==> src/rtl/seven_seg_scan.sv <==
// seven_seg_scan: 4-digit common-anode seven-segment scanner for the stopwatch.
// Snapshots the packed BCD value once per frame, then time-multiplexes the four
// digits with leading-zero blanking, a colon indicator on one decimal point,
// a dash for invalid BCD nibbles and per-slot PWM brightness.
// All display outputs are registered and default to dark.
module seven_seg_scan #(
    parameter int DIGIT_PERIOD  = 100000,
    parameter bit BLANK_LEADING = 1'b1,
    parameter int DP_DIGIT      = 2
) (
    input  logic        CLK,
    input  logic        reset,
    input  logic [15:0] numbers,
    input  logic        enable,
    input  logic        colon,
    input  logic [2:0]  bright,
    output logic [3:0]  an,
    output logic [6:0]  seg,
    output logic        dp
);

    // DIGIT_PERIOD is at least 8, so the counter is always at least 3 bits wide.
    localparam int CNT_W = $clog2(DIGIT_PERIOD);

    // One eighth of a slot is the PWM brightness step.
    localparam int SLICE = DIGIT_PERIOD / 8;

    localparam logic [CNT_W-1:0] CNT_LAST = CNT_W'(DIGIT_PERIOD - 1);
    localparam logic [CNT_W:0]   SLICE_W  = (CNT_W + 1)'(SLICE);
    localparam logic [1:0]       DP_IDX   = 2'(DP_DIGIT);

    logic [CNT_W-1:0] cnt;
    logic [1:0]       idx;
    logic [15:0]      shadow;

    logic             cnt_wrap;
    logic             frame_end;
    logic [3:0]       digit;
    logic             blank;
    logic [CNT_W:0]   on_limit;
    logic             on;
    logic             lit;

    // Active-low segment pattern {g,f,e,d,c,b,a}; non-BCD values show a dash.
    function automatic logic [6:0] decode(input logic [3:0] value);
        logic [6:0] pattern;
        case (value)
            4'd0:    pattern = 7'b1000000;
            4'd1:    pattern = 7'b1111001;
            4'd2:    pattern = 7'b0100100;
            4'd3:    pattern = 7'b0110000;
            4'd4:    pattern = 7'b0011001;
            4'd5:    pattern = 7'b0010010;
            4'd6:    pattern = 7'b0000010;
            4'd7:    pattern = 7'b1111000;
            4'd8:    pattern = 7'b0000000;
            4'd9:    pattern = 7'b0010000;
            default: pattern = 7'b0111111;
        endcase
        return pattern;
    endfunction

    // Slot timing, current digit selection, blanking and PWM window.
    always_comb begin
        cnt_wrap  = (cnt == CNT_LAST);
        frame_end = cnt_wrap && (idx == 2'd3);
        digit     = shadow[{idx, 2'b00} +: 4];

        // A digit is a leading zero when it and every digit to its left are zero.
        blank = 1'b0;
        if (BLANK_LEADING) begin
            case (idx)
                2'd3:    blank = (shadow[15:12] == 4'h0);
                2'd2:    blank = (shadow[15:8]  == 8'h00);
                2'd1:    blank = (shadow[15:4]  == 12'h000);
                default: blank = 1'b0;
            endcase
        end

        // bright=7 gives SLICE*8 = DIGIT_PERIOD, so the digit is on all slot.
        on_limit = SLICE_W * ({{(CNT_W - 2){1'b0}}, bright} + {{CNT_W{1'b0}}, 1'b1});
        on       = ({1'b0, cnt} < on_limit);
        lit      = enable && on && !blank;
    end

    // Slot counter: runs 0..DIGIT_PERIOD-1 and wraps.
    always_ff @(posedge CLK or posedge reset) begin
        if (reset) begin
            cnt <= '0;
        end else if (cnt_wrap) begin
            cnt <= '0;
        end else begin
            cnt <= cnt + 1'b1;
        end
    end

    // Digit index advances 0,1,2,3,0 each time the slot counter wraps.
    always_ff @(posedge CLK or posedge reset) begin
        if (reset) begin
            idx <= 2'd0;
        end else if (cnt_wrap) begin
            idx <= idx + 2'd1;
        end
    end

    // Snapshot the input on the last cycle of a frame so a frame never mixes values.
    always_ff @(posedge CLK or posedge reset) begin
        if (reset) begin
            shadow <= 16'h0000;
        end else if (frame_end) begin
            shadow <= numbers;
        end
    end

    // Registered display drive; old and new anodes change in the same update.
    always_ff @(posedge CLK or posedge reset) begin
        if (reset) begin
            an  <= 4'b1111;
            seg <= 7'b1111111;
            dp  <= 1'b1;
        end else if (lit) begin
            an  <= ~(4'b0001 << idx);
            seg <= decode(digit);
            dp  <= ~(colon && (idx == DP_IDX));
        end else begin
            an  <= 4'b1111;
            seg <= 7'b1111111;
            dp  <= 1'b1;
        end
    end

endmodule

==> config.mk <==
export PLATFORM = sky130hd
export DESIGN_NAME = seven_seg_scan
export DESIGN_NICKNAME = d
export VERILOG_FILES = /design/src/rtl/seven_seg_scan.sv
export SDC_FILE = /design/constraint.sdc
export NUM_CORES = 1
export LEC_CHECK = 0
export CAP_MARGIN = 20
export CORE_UTILIZATION = 60
export DETAILED_ROUTE_END_ITERATION = 10
export PLACE_DENSITY = 0.85
export SYNTH_ARGS = -nofsm -noshare
export SYNTH_HDL_FRONTEND = slang
export SYNTH_SLANG_ARGS = --single-unit
export TNS_END_PERCENT = 20
==> constraint.sdc <==
create_clock -name CLK -period 4.2 [get_ports CLK]
set_input_delay 0.84 -clock CLK [delete_from_list [all_inputs] [get_ports CLK]]
set_output_delay 0.84 -clock CLK [all_outputs]
set_load 0.02 [all_outputs]
Word-level counts from Yosys, hierarchy flattened
Memories as Yosys holds them, arrays and structs flattened.
Cells that the tools add are included.
{"block": "classes", "n_addsub": 3, "mul": 1, "magnitude_cmp": 1, "n_eq_ne": 4, "shifts": 2, "n_mux": 5, "bitwise_logic": 2, "reduce_logical": 8}
{"cell": "$lt 17x18->1", "n": 1}
{"cell": "$add 17x1->17 const B", "n": 1}
{"cell": "$eq 17x17->1 const B", "n": 1}
{"cell": "$mux 17", "n": 1}
{"cell": "$mul 12x4->16 const A", "n": 1}
{"cell": "$shiftx 16x5->4", "n": 1}
{"cell": "$logic_not 12->1", "n": 1}
{"cell": "$logic_not 8->1", "n": 1}
{"cell": "$mux 7", "n": 1}
{"cell": "$add 3x1->4 const B", "n": 1}
{"cell": "$eq 2x2->1 const B", "n": 2}
{"cell": "$logic_and 1x1->1", "n": 4}
{"cell": "$logic_not 4->1", "n": 1}
{"cell": "$mux 4", "n": 1}
{"cell": "$not 4->4", "n": 1}
{"cell": "$shl 1x2->4 const A", "n": 1}
{"cell": "$pmux 1 s3", "n": 1}
{"cell": "$add 2x1->2 const B", "n": 1}
{"cell": "$eq 2x1->1 const B", "n": 1}
{"cell": "$logic_not 1->1", "n": 1}
{"cell": "$mux 1", "n": 1}
{"cell": "$not 1->1", "n": 1}
{"block": "word_totals", "reg_bits": 47, "romBits": 112, "input_bits": 23, "output_inout_bits": 12, "n_memories": 1}
{"memory": "(no name shown)", "words": 16, "word_bits": 7, "read_ports": 1, "rd_ports_with_merged_regs": 0, "wr": 0, "line": "47", "rtl": "case (value)"}

Logic depth before layout (Yosys ltp)
{"block": "logic_depth", "ltp_word": 6, "mapped_depth": 18}

Worst setup path after synthesis
OpenSTA, ideal clock, no wires.
{"block": "synth_path", "kind": "input-to-reg", "start": "in bright[0]", "end": "reg seg[1]", "setup_time_ns": 0.085, "t_arrival_ns": 4.315, "slack_ns": -0.200, "path_stages": 17, "cell_sequence": "buf_2 > inv_1 > ha_1 > ha_1 > ha_1 > ha_1 > a21oi_1 > o21ai_0 > a221oi_1 > xor2_1 > ha_1 > nand4_1 > nor2_1 > a221o_1 > o31ai_2 > buf_6 > o211ai_2"}
{"block": "synth_between", "elab_chain_len": 6}
{"item": "start, declared", "line": "16", "rtl": "input logic [2:0] bright,"}
{"item": "$add 3x1->4", "line": "81", "rtl": "on_limit = SLICE_W * ({{(CNT_W - 2){1'b0}}, bright} + {{CNT_W{1'b0}}, 1'b1});"}
{"item": "$mul 12x4->16", "line": "81"}
{"item": "$lt 17x18->1", "line": "82", "rtl": "on = ({1'b0, cnt} < on_limit);"}
{"item": "$logic_and 1x1->1 (2 in a row)", "line": "83", "rtl": "lit = enable && on && !blank;"}
{"item": "$mux 7", "line": "121", "rtl": "end else if (lit) begin"}
{"item": "end signal, assigned", "line": "123", "rtl": "seg <= decode(digit);"}
{"item": "end, declared", "line": "18", "rtl": "output logic [6:0] seg,"}
Every way passes these cells.
A chain may end at the register's enable or synchronous reset.

Worst setup path in the final report
{"block": "layout_path", "start": "in bright[0]", "end": "reg seg[6]"}
The elaborated chain is that of the path after synthesis.

==> metrics.txt <==
status=completed; Yosys warnings=0; Final setup viols=0; Sw Share=0.278; ratio of cells with drive above 1 in the final layout=0.316; Critical path buffers and inverters=4; Highest Clock Rate=0.242 GHz; reg2reg start=idx[1]$_DFFE_PP0N_; dominant synthesized flop cell=dfrtp_1; Final Hold Fails=0; Clock power frac=0.269; Post-Synthesis Cell Area=3150 um^2; Reg clk slew, reported paths=80 ps; routed len/inst=17.9 um; Hold Path Origin=cnt[0]$_DFF_PP0_; Rel. slew slack=0.619; Die Area=5550 um^2; design area=4070 um^2; # nets final=407; clock tree buffer depth=2; via-per-instance ratio=5.84; Hold Path End=cnt[0]$_DFF_PP0_; Finished Layout Cells=415; reg2reg setup slack=1980 ps; dpl cells=404; CP Data Required Time=4390 ps; terminus of the critical flop-to-flop path=an[3]$_DFF_PP1_; CTS root buffer=clkbuf_8; Critical Path Max Stage Delay=480 ps; Post-CTS Hold Buffers=0; Final Max Slew Viols=0; PwrDens=266 nW/um^2; DRC=0; GPL Wtd Cong=0.807; site row count=26; crit path time final=4130 ps; WL final=7440 um; Vias=2425; maximum VDD drop=0.000202 V; Post-synth EDFFs=0; Syn Nets=341; Internal=781 uW; sequential share of the synthesized area=0.378; Pwr Total=1.08 mW; htree depth=2; ant diodes=0; final period utilization=0.984; largest net degree at the start of global routing=48; 1st-iter DRT viols=154; Clock Latency Late Sink=290 ps; post-synth top area cell=dfrtp_1; HP Class=flip-flop to flip-flop; kind of end point of the critical path=flip-flop; synth-to-layout area growth=29.1%; Crit path arrival time=4320 ps; Fin Hold WS=493 ps; Worst setup SP type=input port; hpwl dp=5260 um; Synth top area share=0.278; Placed Area=3780 um^2; gr ovfl total=0; P_sw=301 uW; Core Util, Final=0.802; # IOs=35; TritonCTS clock tree=done; Worst Tran Pin Value=572 ps; first-pass GRT wire length=11700 um; height of the die=74.5 um; DRT Pass-1 Iters=4; max-cap viol count=0; Syn Inst Count=278; number of routed nets with antenna violations=0; vias in the first global route=2490; synth top area cells=dfrtp_1, ha_1, dfstp_2; Die Width=74.5 um; Post-Route Skew=6.00 ps; most frequent cell on the critical path=ha_4; maximum fanout along the worst path=6; Avg Cell Area, Syn=11.3 um^2; Top delay family on crit path=compound AO/OA/AOI/OAI gates; fill cell count=292; antenna violations before repair=0; Final WS setup=68.4 ps; combinational share of power=0.289; crit path cell chain=clkdlybuf4s15_1, inv_2, ha_4, xor3_2, ha_4, xnor2_4, nor2b_1, a221oi_2, xor2_1, ha_1, nand4_1, nor2_1, a221o_1, o31ai_4, buf_4, buf_12, o211ai_1; Cells on Worst Hold Path=1; setup TNS=0 ps; sequential power share=0.442; Post-synth ARST share=1.00; Slowest cell on crit path=xor3_2; core region area=5070 um^2; most common cell in the netlist=ha_1; critical path depth in cells=17; worst reg2reg path depth=7; port bufs=34; gr usage total=0.286; Seq cells post-synth=47; Num CTS Buffers=5; Synth top cells by count=ha_1, dfrtp_1, nand2_1; synth unique cells=54; Clock Sinks=47; Setup CP Type=input port to flip-flop; Lkg Pwr=1.82 nW; Placement Setup Slack=-521 ps; Initial Util=0.622
metal layers:
metal	vias to the layer above	track usage	part of all wire
li1	1135	-	-
met1	1203	0.364	0.43
met2	70	0.482	0.51
met3	17	0.0569	0.037
met4	0	0.109	0.018
met5	-	0	0
kinds of logic after synthesis:
family,after synthesis,synth area share
fa+ha+maj,40,0.159
compound gates,41,0.0908
mux,20,0.0976
xor+xnor,29,0.0928
buf+inv,21,0.0353
simple gates,80,0.147
flops,47,0.378
what timing repair did:
action,in CTS,in global routing
setup endpoints to repair,12,12
resized for setup,16,13
setup buffers,0,2
gates cloned,1,0
pin swaps,5,6
power by group through the flow:
stage                     logic, mW  registers, mW  clock network, mW
final                         0.312          0.478              0.291
after global routing          0.337          0.479              0.312
after CTS                     0.287          0.477              0.292
after detailed placement      0.263          0.486                  0
after global placement        0.249          0.485                  0
after floorplan               0.150          0.489                  0
final cells by class:
type                            instances  area, um^2  area share
Inverter                               15        56.3      0.0138
Multi-Input combinational cell        210        2030       0.498
Sequential cell                        47        1190       0.293
Timing Repair Buffer                   65         607       0.149
Clock buffer                            8         100      0.0246
Tap cell                               70        87.6      0.0215
how the worst max path moves through the flow:
stage                     startpoint          endpoint  slack, ps
final                      bright[0]  seg[6]$_DFF_PP1_         70
after floorplan            bright[0]  seg[1]$_DFF_PP1_         50
after global placement     bright[0]  seg[6]$_DFF_PP1_       -350
after detailed placement   bright[0]  seg[6]$_DFF_PP1_       -520
after CTS                  bright[0]  seg[6]$_DFF_PP1_          5
after global routing       bright[0]  seg[0]$_DFF_PP1_        -80
flip-flops by register name (all words and copies together) (netlist names):
signal and count:
idx 2, cnt 17, seg 7, an 4, dp 1, shadow 16
cells in the final DEF (no fill, tap or decap), types with 3 or more instances in the layout:
cell             instances
nand2_1                 16
mux2_4                   9
nor3_1                   3
nor2_1                  14
clkdlybuf4s50_1         31
o21ai_1                  3
inv_1                   12
dfrtp_1                 35
a21o_1                   3
nand3_1                 13
and3_1                   5
nand4_1                  6
xnor2_1                 13
ha_1                    32
nor2b_1                  3
dfstp_2                 12
mux4_2                   3
ha_4                     8
clkbuf_8                 7
o21ai_0                  8
xor2_1                  11
mux2_2                   7
nand3_2                  7
a21oi_1                 11
buf_4                   27
(Power assumes the default switching activity.)
